`src/rtl/uart_fifo_core.sv`:
```
// UART transmitter and receiver, each buffered by a FIFO; 16x oversampling with
// a per-direction divider that restarts at every frame start.
module uart_fifo_core_fifo #(
    parameter int WIDTH = 8,
    parameter int DEPTH = 8
) (
    input  logic                     clk,
    input  logic                     reset,
    input  logic                     push_i,
    input  logic [WIDTH-1:0]         wdata_i,
    input  logic                     pop_i,
    output logic [WIDTH-1:0]         rdata_o,
    output logic                     empty_o,
    output logic                     full_o,
    output logic [$clog2(DEPTH):0]   level_o
);
    localparam int AW = $clog2(DEPTH);
    localparam logic [AW:0] PTR_ONE = {{AW{1'b0}}, 1'b1};

    logic [WIDTH-1:0] mem_q [DEPTH];
    logic [AW:0]      wr_q;
    logic [AW:0]      rd_q;
    logic             do_push_s;
    logic             do_pop_s;

    assign empty_o   = (wr_q == rd_q);
    assign full_o    = (wr_q[AW] != rd_q[AW]) && (wr_q[AW-1:0] == rd_q[AW-1:0]);
    assign level_o   = wr_q - rd_q;
    assign rdata_o   = mem_q[rd_q[AW-1:0]];
    assign do_pop_s  = pop_i && !empty_o;
    assign do_push_s = push_i && (!full_o || do_pop_s);

    // Pointer update; a push into a full FIFO is taken only alongside a pop
    always_ff @(posedge clk) begin
        if (reset) begin
            wr_q <= '0;
            rd_q <= '0;
        end else begin
            if (do_push_s) wr_q <= wr_q + PTR_ONE;
            if (do_pop_s)  rd_q <= rd_q + PTR_ONE;
        end
    end

    // Storage is never read while empty, so it carries no reset
    always_ff @(posedge clk) begin
        if (do_push_s) mem_q[wr_q[AW-1:0]] <= wdata_i;
    end
endmodule

module uart_fifo_core #(
    parameter int DATA_BITS  = 8,
    parameter int FIFO_DEPTH = 8
) (
    input  logic                          clk,
    input  logic                          reset,
    input  logic [15:0]                   baud_div,
    input  logic                          parity_enable,
    input  logic                          parity_odd,
    input  logic                          stop_bits,
    input  logic [DATA_BITS-1:0]          tx_data,
    input  logic                          tx_valid,
    output logic                          tx_ready,
    output logic                          tx_out,
    output logic                          tx_busy,
    input  logic                          rx_in,
    output logic [DATA_BITS-1:0]          rx_data,
    output logic                          rx_parity_err,
    output logic                          rx_frame_err,
    output logic                          rx_valid,
    input  logic                          rx_ready,
    output logic                          rx_overrun,
    output logic [$clog2(FIFO_DEPTH):0]   tx_level,
    output logic [$clog2(FIFO_DEPTH):0]   rx_level
);
    typedef enum logic [2:0] {ST_IDLE, ST_START, ST_DATA, ST_PARITY, ST_STOP} uart_state_e;
    localparam logic [2:0] LAST_BIT = 3'(DATA_BITS - 1);

    uart_state_e tx_state_q, tx_state_d, rx_state_q, rx_state_d;
    logic [15:0] tx_div_q, tx_div_d, rx_div_q, rx_div_d;
    logic [3:0]  tx_tick_q, tx_tick_d, rx_tick_q, rx_tick_d;
    logic [2:0]  tx_bit_q, tx_bit_d, rx_bit_q, rx_bit_d;
    logic [DATA_BITS-1:0] tx_shift_q, tx_shift_d, rx_shift_q, rx_shift_d, tx_head_s;
    logic tx_par_q, tx_par_d, tx_par_en_q, tx_par_en_d, tx_two_stop_q, tx_two_stop_d;
    logic tx_stop2_q, tx_stop2_d, tx_out_q, tx_out_d, tx_pop_s, tx_empty_s, tx_full_s;
    logic rx_sync1_q, rx_sync2_q, rx_prev_q, rx_par_en_q, rx_par_en_d, rx_par_odd_q, rx_par_odd_d;
    logic rx_perr_q, rx_perr_d, rx_push_s, rx_empty_s, rx_full_s, rx_overrun_q, rx_overrun_d;
    logic tx_bit_end_s, rx_sample_s;
    logic [DATA_BITS+1:0] rx_head_s;

    uart_fifo_core_fifo #(.WIDTH(DATA_BITS), .DEPTH(FIFO_DEPTH)) u_tx_fifo (
        .clk(clk), .reset(reset), .push_i(tx_valid && tx_ready), .wdata_i(tx_data),
        .pop_i(tx_pop_s), .rdata_o(tx_head_s), .empty_o(tx_empty_s), .full_o(tx_full_s),
        .level_o(tx_level)
    );

    uart_fifo_core_fifo #(.WIDTH(DATA_BITS + 2), .DEPTH(FIFO_DEPTH)) u_rx_fifo (
        .clk(clk), .reset(reset), .push_i(rx_push_s),
        .wdata_i({rx_shift_q, rx_perr_q, !rx_sync2_q}), .pop_i(rx_ready),
        .rdata_o(rx_head_s), .empty_o(rx_empty_s), .full_o(rx_full_s), .level_o(rx_level)
    );

    assign tx_ready      = !tx_full_s;
    assign tx_out        = tx_out_q;
    assign tx_busy       = (tx_state_q != ST_IDLE) || !tx_empty_s;
    assign rx_valid      = !rx_empty_s;
    assign rx_data       = rx_valid ? rx_head_s[DATA_BITS+1:2] : '0;
    assign rx_parity_err = rx_valid && rx_head_s[1];
    assign rx_frame_err  = rx_valid && rx_head_s[0];
    assign rx_overrun    = rx_overrun_q;
    assign tx_bit_end_s  = (tx_div_q == baud_div) && (tx_tick_q == 4'd15);
    assign rx_sample_s   = (rx_div_q == baud_div) && (rx_tick_q == 4'd7);

    // TX next state; the FIFO is popped straight out of STOP so frames abut
    always_comb begin
        tx_state_d = tx_state_q;   tx_div_d = tx_div_q;     tx_tick_d = tx_tick_q;
        tx_bit_d = tx_bit_q;       tx_shift_d = tx_shift_q; tx_par_d = tx_par_q;
        tx_par_en_d = tx_par_en_q; tx_two_stop_d = tx_two_stop_q;
        tx_stop2_d = tx_stop2_q;   tx_out_d = tx_out_q;     tx_pop_s = 1'b0;
        if (tx_state_q == ST_IDLE) begin
            tx_div_d = 16'd0;
        end else if (tx_div_q == baud_div) begin
            tx_div_d  = 16'd0;
            tx_tick_d = tx_tick_q + 4'd1;
        end else begin
            tx_div_d = tx_div_q + 16'd1;
        end
        case (tx_state_q)
            ST_IDLE:  tx_pop_s = !tx_empty_s;
            ST_START: if (tx_bit_end_s) begin
                tx_state_d = ST_DATA;
                tx_bit_d   = 3'd0;
                tx_out_d   = tx_shift_q[0];
                tx_shift_d = {1'b0, tx_shift_q[DATA_BITS-1:1]};
            end else tx_state_d = ST_START;
            ST_DATA: if (tx_bit_end_s && tx_bit_q == LAST_BIT) begin
                tx_state_d = tx_par_en_q ? ST_PARITY : ST_STOP;
                tx_out_d   = tx_par_en_q ? tx_par_q : 1'b1;
                tx_stop2_d = 1'b0;
            end else if (tx_bit_end_s) begin
                tx_bit_d   = tx_bit_q + 3'd1;
                tx_out_d   = tx_shift_q[0];
                tx_shift_d = {1'b0, tx_shift_q[DATA_BITS-1:1]};
            end else tx_state_d = ST_DATA;
            ST_PARITY: if (tx_bit_end_s) begin
                tx_state_d = ST_STOP;
                tx_out_d   = 1'b1;
                tx_stop2_d = 1'b0;
            end else tx_state_d = ST_PARITY;
            ST_STOP: if (tx_bit_end_s && tx_two_stop_q && !tx_stop2_q) begin
                tx_stop2_d = 1'b1;
            end else if (tx_bit_end_s) begin
                tx_pop_s   = !tx_empty_s;
                tx_state_d = ST_IDLE;
                tx_out_d   = 1'b1;
            end else tx_state_d = ST_STOP;
            default: begin
                tx_state_d = ST_IDLE;
                tx_out_d   = 1'b1;
            end
        endcase
        if (tx_pop_s) begin
            tx_state_d    = ST_START;
            tx_div_d      = 16'd0;
            tx_tick_d     = 4'd0;
            tx_out_d      = 1'b0;
            tx_shift_d    = tx_head_s;
            tx_par_d      = (^tx_head_s) ^ parity_odd;
            tx_par_en_d   = parity_enable;
            tx_two_stop_d = stop_bits;
        end else begin
            tx_par_d = tx_par_d;
        end
    end

    // RX next state; every sample lands on tick 8 of its bit, stop sample pushes
    always_comb begin
        rx_state_d = rx_state_q;   rx_div_d = rx_div_q;     rx_tick_d = rx_tick_q;
        rx_bit_d = rx_bit_q;       rx_shift_d = rx_shift_q; rx_perr_d = rx_perr_q;
        rx_par_en_d = rx_par_en_q; rx_par_odd_d = rx_par_odd_q; rx_push_s = 1'b0;
        if (rx_state_q == ST_IDLE) begin
            rx_div_d = 16'd0;
        end else if (rx_div_q == baud_div) begin
            rx_div_d  = 16'd0;
            rx_tick_d = rx_tick_q + 4'd1;
        end else begin
            rx_div_d = rx_div_q + 16'd1;
        end
        case (rx_state_q)
            ST_IDLE: if (rx_prev_q && !rx_sync2_q) begin
                rx_state_d   = ST_START;
                rx_div_d     = 16'd0;
                rx_tick_d    = 4'd0;
                rx_perr_d    = 1'b0;
                rx_par_en_d  = parity_enable;
                rx_par_odd_d = parity_odd;
            end else rx_state_d = ST_IDLE;
            ST_START: if (rx_sample_s) begin
                rx_state_d = rx_sync2_q ? ST_IDLE : ST_DATA;
                rx_bit_d   = 3'd0;
            end else rx_state_d = ST_START;
            ST_DATA: if (rx_sample_s) begin
                rx_shift_d = {rx_sync2_q, rx_shift_q[DATA_BITS-1:1]};
                rx_bit_d   = rx_bit_q + 3'd1;
                if (rx_bit_q == LAST_BIT) rx_state_d = rx_par_en_q ? ST_PARITY : ST_STOP;
                else rx_state_d = ST_DATA;
            end else rx_state_d = ST_DATA;
            ST_PARITY: if (rx_sample_s) begin
                rx_perr_d  = rx_sync2_q ^ (^rx_shift_q) ^ rx_par_odd_q;
                rx_state_d = ST_STOP;
            end else rx_state_d = ST_PARITY;
            ST_STOP: if (rx_sample_s) begin
                rx_push_s  = 1'b1;
                rx_state_d = ST_IDLE;
            end else rx_state_d = ST_STOP;
            default: rx_state_d = ST_IDLE;
        endcase
        rx_overrun_d = rx_push_s && rx_full_s && !(rx_ready && !rx_empty_s);
    end

    // TX state register
    always_ff @(posedge clk) begin
        if (reset) begin
            tx_state_q <= ST_IDLE;  tx_div_q <= 16'd0;   tx_tick_q <= 4'd0;
            tx_bit_q <= 3'd0;       tx_shift_q <= '0;    tx_par_q <= 1'b0;
            tx_par_en_q <= 1'b0;    tx_two_stop_q <= 1'b0;
            tx_stop2_q <= 1'b0;     tx_out_q <= 1'b1;
        end else begin
            tx_state_q <= tx_state_d;   tx_div_q <= tx_div_d;     tx_tick_q <= tx_tick_d;
            tx_bit_q <= tx_bit_d;       tx_shift_q <= tx_shift_d; tx_par_q <= tx_par_d;
            tx_par_en_q <= tx_par_en_d; tx_two_stop_q <= tx_two_stop_d;
            tx_stop2_q <= tx_stop2_d;   tx_out_q <= tx_out_d;
        end
    end

    // RX synchronizer and state register; the line idles high out of reset
    always_ff @(posedge clk) begin
        if (reset) begin
            rx_sync1_q <= 1'b1;     rx_sync2_q <= 1'b1;  rx_prev_q <= 1'b1;
            rx_state_q <= ST_IDLE;  rx_div_q <= 16'd0;   rx_tick_q <= 4'd0;
            rx_bit_q <= 3'd0;       rx_shift_q <= '0;    rx_perr_q <= 1'b0;
            rx_par_en_q <= 1'b0;    rx_par_odd_q <= 1'b0; rx_overrun_q <= 1'b0;
        end else begin
            rx_sync1_q <= rx_in;        rx_sync2_q <= rx_sync1_q; rx_prev_q <= rx_sync2_q;
            rx_state_q <= rx_state_d;   rx_div_q <= rx_div_d;     rx_tick_q <= rx_tick_d;
            rx_bit_q <= rx_bit_d;       rx_shift_q <= rx_shift_d; rx_perr_q <= rx_perr_d;
            rx_par_en_q <= rx_par_en_d; rx_par_odd_q <= rx_par_odd_d;
            rx_overrun_q <= rx_overrun_d;
        end
    end
endmodule

```
`config.mk`:
```
export PLATFORM = sky130hd
export DESIGN_NAME = uart_fifo_core
export DESIGN_NICKNAME = d
export VERILOG_FILES = /design/src/rtl/uart_fifo_core.sv
export SDC_FILE = /design/constraint.sdc
export NUM_CORES = 1
export LEC_CHECK = 0
export ABC_AREA = 0
export BUFFER_PORTS_ARGS = -buffer_cell sky130_fd_sc_hd__buf_4
export CAP_MARGIN = 5
export CORE_MARGIN = 2
export CORE_UTILIZATION = 41
export CTS_BUF_LIST = sky130_fd_sc_hd__clkbuf_16
export CTS_CLUSTER_SIZE = 20
export DETAILED_ROUTE_END_ITERATION = 6
export SKIP_LAST_GASP = 1
export SYNTH_ARGS = -nofsm -noshare
export SYNTH_HDL_FRONTEND = slang
export SYNTH_HIERARCHICAL = 1
export SYNTH_SLANG_ARGS = --single-unit
```
`constraint.sdc`:
```
create_clock -name clk -period 4.68 [get_ports clk]
set_input_delay 0.936 -clock clk [delete_from_list [all_inputs] [get_ports clk]]
set_output_delay 0.936 -clock clk [all_outputs]
set_load 0.01 [all_outputs]
```
==> run summary <==
Status: completed
Vias per Instance: 5.15
Die Y-Extent: 166 um
Antenna cell count: 0
Mapped Cells: 829
Reg2reg setup slack: 1.42 ns
Critical-path maximum fanout: 11
Post-CTS setup buffer count: 0
Setup crit start kind: register
Post-cts sizing count: 0
Synthesized area: 10800 um^2
Layout cells sized above 1: 18.5%
Total gr overflow: 0
Setup Skew: 0.00584 ns
Post-Syn Nets: 881
EDFF count, synth: 144
Worst hold margin: 0.417 ns
Clock buffer depth: 3
Max-slew violation count: 0
Top_reg_cell synth: edfxtp_1
Synthesis-stage register bit count: 246
RSZ-0062 raised after global routing: false
DR DRC count: 0
Number of global-route vias before repair: 6324
LEAKAGE: 4.39 nW
Total wire length: 21100 um
Synthesized area per cell: 13.0 um^2
Hold WC Path Type: register to register
Reg clk slew, reported paths: 0.06 ns
Hpwl dp: 14200 um
P&R area growth vs syn: 16.3%
Final TNS setup: 0 ns
Setup Crit Path Kind: register to output port
Clk_lat worst skew: 0.52 ns
Hold buffer count at CTS: 0
Die Area: 27600 um^2
Vias: 6433
Async SR Flop Fraction: 0%
Worst path arrival time: 2.79 ns
Initial Utilization: 41.5%
Io pins: 55
Most common cell after layout, fill and taps aside: edfxtp_1
Worst-Margin Slew: 1.03 ns
CTS Buf Count: 26
Slew HR: 30.8%
Max Clk Rate: 268 MHz
Largest net degree at the start of global routing: 66
Min cycle time layout: 3.73 ns
Input/output buffers: 54
WL/cell: 16.9 um
Core ar.: 26000 um^2
Fin util: 48.3%
CTS H-tree depth: 1
Power Density: 418 nW/um^2
Synth unique cells: 57
RePlAce Congestion: 0.808
Initial antenna violation count: 1
Period utilisation layout: 79.7%
Row Count: 59
MaxCap Viol Count: 0
Ys Warns: 6
Layout Nets: 947
Setup violators final: 0
Synth area leaders: edfxtp_1 (40%), dfxtp_1 (19%), mux4_2 (4.4%)
1st-iter DRT viols: 409
CTS Root Cell: clkbuf_16
Commonest cells after routing, fill and taps aside: edfxtp_1 (144), dfxtp_1 (102), nor2_1 (94), buf_4 (70), xnor2_1 (52)
Die Wd: 166 um
Crit path required time: 3.74 ns
DRT Pass-1 Iters: 4
Register area share after synthesis: 59.0%
CTS sink count: 246
Antenna viol nets, final: 0
Worst vdd ir: 0.000319 V
Crit. End Element: output port
Yosys top cell area share: 40.1%
Tot GR Track Use: 15.4%
CTS tree: yes
Final hold violation count: 0
First-pass GRT wire length: 34700 um
Cell taking the most area after synthesis: edfxtp_1
[sequential cells by signal (all words and copies together), names as in the netlist, 3 cells and up, named ones only]
name,count
rx_tick_q,4
tx_tick_q,4
rx_bit_q,3
u_tx_fifo/rd_q,4
tx_shift_q,8
tx_div_q,16
rx_shift_q,8
u_rx_fifo/wr_q,4
u_tx_fifo/wr_q,4
tx_bit_q,3
rx_state_q,3
rx_div_q,16
u_tx_fifo/mem_q,64
u_rx_fifo/rd_q,4
tx_state_q,3
u_rx_fifo/mem_q,80
[logic make-up after synthesis]
kind of cell / Yosys count / share of synthesized area [%]
simple gates: 266 / 12.3
flops: 246 / 59.0
xor+xnor: 97 / 8.01
mux: 76 / 12.0
compound gates: 67 / 3.96
buf+inv: 57 / 2.32
fa+ha+maj: 20 / 2.46
[final cells by class]
class,instances,area [um^2]
inverters,25,93.8
clock inverters,21,289
well taps,335,419
clock buffers,27,676
multi-input cells,526,4180
fillers,2358,13400
flip-flops and latches,246,6370
repair buffers,70,526
[critical path, stage by stage, from the launching register on]
cell and delay, ns:
dfxtp_1 0.45, inv_1 0.18, ha_1 0.33, nand3_1 0.25, nor2_1 0.69, inv_1 0.17, buf_4 0.20
[worst paths after layout]
| kind | from | cells after the start | to |
|---|---|---|---|
| max | u_rx_fifo/wr_q[0] | 6 | rx_valid |
| max reg2reg | rx_div_q[2] | 7 | u_rx_fifo/mem_q[2][4] |
| min reg2reg | rx_sync1_q | 1 | rx_sync2_q |
| min | rx_sync1_q | 1 | rx_sync2_q |
[cells in the mapped netlist, types with 4 or more instances]
cell type  number
a211oi_1        5
a21oi_1        20
a31oi_1         7
and3_1          6
and4_1          4
buf_1           5
buf_2           4
clkbuf_1       20
dfxtp_1       102
edfxtp_1      144
ha_1           18
inv_1          24
mux2_2         22
mux2i_1        18
mux4_1         15
mux4_2         21
nand2_1        39
nand2b_1        8
nand3_1        33
nand3b_1        5
nand4_1        13
nor2_1         94
nor2b_1        19
nor3_1         16
o211ai_1        6
o21ai_0        12
or3_1           8
xnor2_1        52
xor2_1         43
[metal layers]
layer | routed length (um) | track usage, % | vias to the layer above | part of all wire, %
li1 | - | - | 3172 | -
met1 | 10000 | 22.3 | 3120 | 47
met2 | 9790 | 24.7 | 106 | 46
met3 | 894 | 2.50 | 33 | 4.2
met4 | 376 | 3.15 | 2 | 1.8
met5 | 16 | 0 | - | 0.076
[power by group]
part | switching, W | total [W] | internal [W]
sequential | 0.0000722 | 0.00241 | 0.00234
clock | 0.000833 | 0.00227 | 0.00143
combinational | 0.000289 | 0.000566 | 0.000277
total | 0.00119 | 0.00525 | 0.00405
[stage by stage]
| step | setup WS, ns | std cells | cell area (um^2) | power, W |
|---|---|---|---|---|
| after floorplan | 1.10 | 829 | 10800 | 0.00286 |
| after global placement | 0.783 | 1202 | 11600 | 0.00303 |
| after detailed placement | 0.757 | 1202 | 11600 | 0.00303 |
| after CTS | 0.858 | 1250 | 12600 | 0.00532 |
| after global routing | 0.674 | 1250 | 12600 | 0.00546 |
| final | 0.949 | 1250 | 12600 | 0.00525 |
Power figures use the tool's default switching activity.
